File: src/rtl/dco_phase_trim_ctrl.sv
// rtl/dco_phase_trim_ctrl.sv - DCO phase generator with ramped thermometer trim control
module dco_phase_trim_ctrl #(
  parameter int NSTAGES = 13,
  parameter int NPHASE  = 2,
  parameter int SETTLE  = 4,
  localparam int CW     = $clog2(2*NSTAGES+1)
) (
  input  logic                 hiclock,
  input  logic                 ireset,
  input  logic                 enable,
  input  logic                 dco,
  input  logic [CW-1:0]        trim_code,
  input  logic [2*NSTAGES-1:0] ext_trim,
  output logic [NPHASE-1:0]    clockp,
  output logic [2*NSTAGES-1:0] itrim,
  output logic [CW-1:0]        cur_code,
  output logic                 settled
);

  localparam int TW = 2*NSTAGES;
  localparam logic [CW-1:0] MAX_CODE = CW'(TW);
  localparam logic [3:0]    SETTLE_C = 4'(SETTLE);

  logic [NPHASE-1:0] j_q, j_d, j_shift;
  logic [CW-1:0]     cur_q, cur_d;
  logic [TW-1:0]     itrim_q, itrim_d;
  logic [3:0]        cnt_q, cnt_d;
  logic              settled_q, settled_d;
  logic [CW-1:0]     target;
  logic              ps;

  // Johnson shift; a single phase degenerates to a toggle
  generate
    if (NPHASE == 1) begin : g_one_phase
      assign j_shift = ~j_q;
    end else begin : g_multi_phase
      assign j_shift = {j_q[NPHASE-2:0], ~j_q[NPHASE-1]};
    end
  endgenerate

  // Period start: the phase counter is at its all-zero state while running
  assign ps     = enable && (j_q == '0);
  assign target = (trim_code > MAX_CODE) ? MAX_CODE : trim_code;

  // Phase counter next state: run while enabled, park at zero otherwise
  always_comb begin
    j_d = '0;
    if (enable) begin
      j_d = j_shift;
    end
  end

  // Trim / settle next state, only ever changing at a period start
  always_comb begin
    cur_d     = cur_q;
    itrim_d   = itrim_q;
    cnt_d     = cnt_q;
    settled_d = settled_q;
    if (ps) begin
      if (dco) begin
        itrim_d   = ext_trim;
        cnt_d     = 4'd0;
        settled_d = 1'b0;
      end else begin
        if (cur_q < target) begin
          cur_d = cur_q + CW'(1);
          cnt_d = 4'd0;
        end else if (cur_q > target) begin
          cur_d = cur_q - CW'(1);
          cnt_d = 4'd0;
        end else if (cnt_q < SETTLE_C) begin
          cnt_d = cnt_q + 4'd1;
        end
        // Thermometer of the new code: primary stages fill before secondary
        for (int k = 0; k < TW; k++) begin
          itrim_d[k] = (k < int'(cur_d));
        end
        settled_d = (cnt_d == SETTLE_C);
      end
    end
  end

  // State registers with asynchronous clear so reset zeroes outputs immediately
  always_ff @(posedge hiclock or posedge ireset) begin
    if (ireset) begin
      j_q       <= '0;
      cur_q     <= '0;
      itrim_q   <= '0;
      cnt_q     <= 4'd0;
      settled_q <= 1'b0;
    end else begin
      j_q       <= j_d;
      cur_q     <= cur_d;
      itrim_q   <= itrim_d;
      cnt_q     <= cnt_d;
      settled_q <= settled_d;
    end
  end

  assign clockp   = j_q;
  assign itrim    = itrim_q;
  assign cur_code = cur_q;
  assign settled  = settled_q;

endmodule
File: config.mk
export PLATFORM = sky130hd
export DESIGN_NAME = dco_phase_trim_ctrl
export DESIGN_NICKNAME = d
export VERILOG_FILES = /design/src/rtl/dco_phase_trim_ctrl.sv
export SDC_FILE = /design/constraint.sdc
export NUM_CORES = 1
export LEC_CHECK = 0
export BUFFER_PORTS_ARGS = -buffer_cell sky130_fd_sc_hd__buf_4
export CELL_PAD_IN_SITES_DETAIL_PLACEMENT = 1
export CELL_PAD_IN_SITES_GLOBAL_PLACEMENT = 1
export CORE_MARGIN = 2
export CORE_UTILIZATION = 30
export DETAILED_ROUTE_END_ITERATION = 10
export PLACE_DENSITY = 0.64
export SYNTH_ARGS = -nofsm -noshare
export SYNTH_HDL_FRONTEND = slang
export SYNTH_SLANG_ARGS = --single-unit
File: constraint.sdc
create_clock -name hiclock -period 4.81 [get_ports hiclock]
set_clock_uncertainty 0.2 [all_clocks]
set_input_delay 0.2405 -clock hiclock [delete_from_list [all_inputs] [get_ports hiclock]]
set_output_delay 0.2405 -clock hiclock [all_outputs]
set_load 0.03 [all_outputs]
* After elaboration in Yosys (flattened, before gate mapping)
Cells that the tools add are included.
Widths: inputs -> output; s select.
** Cells by class
- Add/subtract/negate cells :: 3
- $mul :: 0
- Divide/modulo/power cells :: 0
- Order comparisons :: 30
- Eq/ne operators :: 1
- Shifts and indexed selects :: 0
- Multiplexer cells :: 14
- Bitwise gates (word level) :: 2
- Reductions and logical operators :: 3
** Operators with widths (count)
- $lt 5x5->1 const A :: 10
- $lt 4x5->1 const A :: 8
- $mux 26 :: 1
- $mux 5 :: 5
- $mux 4 :: 6
- $lt 3x5->1 const A :: 4
- $lt 1x5->1 const A :: 2
- $lt 2x5->1 const A :: 2
- $add 5x1->5 const B :: 1
- $gt 5x5->1 :: 1
- $gt 5x5->1 const B :: 1
- $lt 5x5->1 :: 1
- $sub 5x1->5 const B :: 1
- $add 4x1->4 const B :: 1
- $eq 4x3->1 const B :: 1
- $lt 4x3->1 const B :: 1
- $logic_not 2->1 :: 1
- $mux 2 :: 1
- $not 1->1 :: 2
- $reduce_and 2->1 :: 1
- $logic_and 1x1->1 :: 1
- $mux 1 :: 1
** Storage, ports and cells
- Flip-flop bits (word level) :: 38
- Bits in latches :: 0
- RAM bits :: 0
- Memory bits (read-only) :: 0
- Bits of input ports :: 35
- Output and inout port bits :: 34
- Logic and storage cells :: 58
- Memories :: 0

* Logic depth before layout (Yosys ltp)
- Word-level depth :: 9
- Depth in mapped cells :: 11
- Gate-level depth less buffers :: 9

* Worst setup path after synthesis
No wires, ideal clock.
- Path type :: reg2reg
- Start point :: register cur_q[2], in the netlist cur_code[2]
- End point :: register itrim_q[18], in the netlist itrim[18]
- Arrival :: 2.592 ns
- Path slack :: 1.924 ns
- Stages on the path, launching flop included :: 9
- Period minus slack after synthesis :: 2.886 ns
- Path through :: dfrtp_1 -> ha_1 -> a211o_1 -> and2_4 -> buf_6 -> o2111a_2 -> a211oi_4 -> o311ai_2 -> a221oi_2
** Between the ends
- Longest elaborated chain between the ends :: 7
- Elaborated cells between the ends (all ways) :: 10
- Those cells by class :: add/sub (2); order compare (3); mux (5)
** Ends and longest elaborated chain
- from (decl) :: line 25 : logic [CW-1:0] cur_q, cur_d;
- from (signal assigned) :: line 93 : cur_q <= cur_d;
- $sub 5x1->5 or $gt 5x5->1 (tied branches) :: line 69, 68
- $mux 5 :: line 68 : end else if (cur_q > target) begin
- $mux 5 * :: line 65 : if (cur_q < target) begin
- $mux 5 * :: line 60 : if (dco) begin
- $mux 5 * :: line 59 : if (ps) begin
- $lt 5x5->1 * :: line 76 : itrim_d[k] = (k < int'(cur_d));
- $mux 26 * :: line 60
- to (signal assigned) :: line 94 : itrim_q <= itrim_d;
- to (decl) :: line 26 : logic [TW-1:0] itrim_q, itrim_d;
Every way passes the cells marked *; elsewhere a longest branch is shown, timed or not. The select of a mux whose other input is x is not followed.
A chain may end at the register's enable or synchronous reset.

* Worst setup path in the final report
Ends and elaborated chain as after synthesis.

==> impl_results.md <==
- Aggregate global routing overflow: 0
- # resized after CTS: 0
- Post-synth top area share: between 40% and 50%
- Setup bufs post-CTS: 0
- Most frequent cells in the layout: buf_4, dfrtp_1, a21oi_1
- Syn avg cell area: 8.93 µm²
- Root Buffer: clkbuf_8
- Yosys cell types: 46
- EDFF count, synth: 0
- First-pass DRT Iterations: 4
- Fin worst setup slack: around 1.6 ns
- Post-place setup slack: roughly 1.6 ns
- Vias/cell: between 5 and 6
- Setup CP Type: flop to flop
- Crit path max fanout: 19
- RSZ-0062 raised after global routing: false
- Post-CTS Hold Buffers: 2
- Startpoint types: flop
- Slew at the pin with the worst max-slew slack: 0.776 ns
- Synth area leaders: dfrtp_1, a21oi_1, o21ai_0, ha_1, or3_1
- P_leak: around 1.4 nW
- CP required: 4.80 ns
- CP peak stage delay: slightly above 0.7 ns
- Crit-path slowest cell: a211oi_4
- Max Slew Vio Count: 0
- Power Density: ~640 mW/mm²
- Post-route design area: about 0.0030 mm²
- Fmax: approximately 310 MHz
- Family with the most delay on the worst path: compound AO/OA/AOI/OAI gates
- # diodes: 0
- Core Util, Final: 40.8%
- Vias in the first global route: about 2200
- Synth Cell Area: ~0.0023 mm²
- Critical Path, Cell by Cell: ha_1 -> and4_1 -> a21oi_2 -> a21oi_1 -> a211oi_4 -> o311ai_2 -> a221oi_2
- CTS tree: built
- Global Route Usage Sum: between 10% and 20%
- Setup TNS: 0 ns
- Die W: a little over 90 µm
- Die height: just over 90 µm
- # setup viols final: 0
- Initial DRC Count: 62
- CTS max path bufs: 2
- Outcome: complete, no violations
- Synthesis warning total: 0
- Syn_nets: between 300 and 400
- Critical path arrival: between 3 and 4 ns
- Worst min path class: input port to flop
- WP buf/inv: 0
- Die Area: 0.00840 mm²
- Row count: 31
- Vias: roughly 2200
- CTS buffer count: 5
- Detailed Place HPWL: between 4 and 5 mm
- Clock Latency Late Sink: ~0.28 ns
- Initial antenna violation count: 0
- Sequential fraction of the synthesis area: around 41%
- Final period utilization: 67.5%
- Pwr Total: between 1.5 and 2 mW
- Layout cell share with drive strength beyond 1: around 28%
- ANT nets after route: 0
- Total of max-cap violations: 0
- Area leader, netlist: dfrtp_1
- Synth-to-layout area growth: 29.9%
- Seq cells post-synth: 38
- Post-DP Area: just under 0.003 mm²
- Routed wire length per instance: between 15 and 20 µm
- Starting Density: 31.4%
- Clk pin slew, worst setup/hold paths: ~0.070 ns
- Htree depth: 2
- Commonest non-fill, non-tap cell in the layout: buf_4
- Maximum vdd drop: ~0.24 mV
- Core Region: between 0.007 and 0.008 mm²
- Asr flop ratio synth: 100%
- Post-layout nets: between 300 and 400
- Synth Flop Type: dfrtp_1
- Slew HR: 48.1%
- Final Critical Period: roughly 3.2 ns
- Port Buffers: between 60 and 70
- DRT Wirelength: between 6 and 7 mm
- Hold Vio Cnt, Final: 0
- First-pass GRT wire length: 11.2 mm
- Syn Inst Count: ~260
- Remaining DRCs: 0
- CTS Sinks: 38
- Largest net degree at the start of global routing: 39
- Ports: between 60 and 70
- Final Wtd Congestion: about 0.81
- CP endpoint kind: flop
-- cell type report --
cell class                 instances  area, µm²
clock buffer                       7       86.3
clock inverter                     1       5.00
fill                             876       4340
inverter                          11       41.3
multi-input combinational        192       1220
sequential                        38        951
tap                               99        124
timing repair buffer              74        561
-- power by group --
part	internal [mW]	switching [mW]	total, mW
Sequential	0.425	0.104	0.529
Clock	0.116	0.105	0.221
Combinational	0.394	0.759	1.15
-- flip-flops by register name, summed over array words and instances (netlist names) --
register and count:
itrim 26, cur_code 5, cnt_q 4, clockp 2, settled 1
-- through the flow --
step	hold slack [ns]	instances
2_1_floorplan	0.169	258
3_3_place_gp	0.202	412
3_5_place_dp	0.200	412
4_1_cts	0.0165	422
5_1_grt	0.0471	422
6_report	0.0257	422
-- final timing paths --
kind                               from          end  slack (ns)  depth (start not counted)
setup / recovery            cur_code[2]    itrim[18]        1.56                          7
min in group asynchronous        ireset     cnt_q[1]        0.43                          4
setup reg to reg            cur_code[2]    itrim[18]        1.56                          7
max in group asynchronous        ireset  cur_code[0]        3.63                          4
hold / removal             ext_trim[17]    itrim[17]        0.03                          3
hold reg to reg               clockp[1]    clockp[0]        0.27                          1
-- routing by layer --
metal | part of all wire [%] | vias up | track usage, %
met2 | 47 | 38 | 25.6
met3 | 3.1 | 2 | 3.20
li1 | - | 1073 | -
met4 | 0.55 | 0 | 3.03
met5 | 0 | - | 0
met1 | 49 | 1054 | 24.0
-- Yosys cell counts, drive strengths merged, types with 2 or more instances --
master   n
a211o    2
a211oi   5
a21o     2
a21oi   35
a31oi    7
and2     3
and3     8
and4     2
buf      6
clkbuf  11
dfrtp   38
ha       8
inv     11
mux2     2
nand2   16
nand3    9
nor2    13
nor2b    4
nor3     5
nor4     3
o211ai   5
o21a     2
o21ai   30
o31ai    2
or3     11
xnor2    4
-- logic make-up (layout without fill, tap and decap cells) --
family,count (synthesis),count (layout),share of synthesized area (%)
AO/OA/AOI/OAI,99,99,27.9
XOR/XNOR,5,5,1.90
adder cells (fa/ha/maj),8,8,4.34
buffers and inverters,28,93,5.70
flip-flops,38,38,41.3
multiplexers,3,3,1.41
AND/OR/NAND/NOR,77,77,17.5
-- worst min-delay path: cells and delay by family --
kind | cells | cell delay (ns)
buf+inv | 1 | 0.11
compound gates | 1 | 0.07
simple gates | 1 | 0.05
Power figures use the tool's default switching activity.
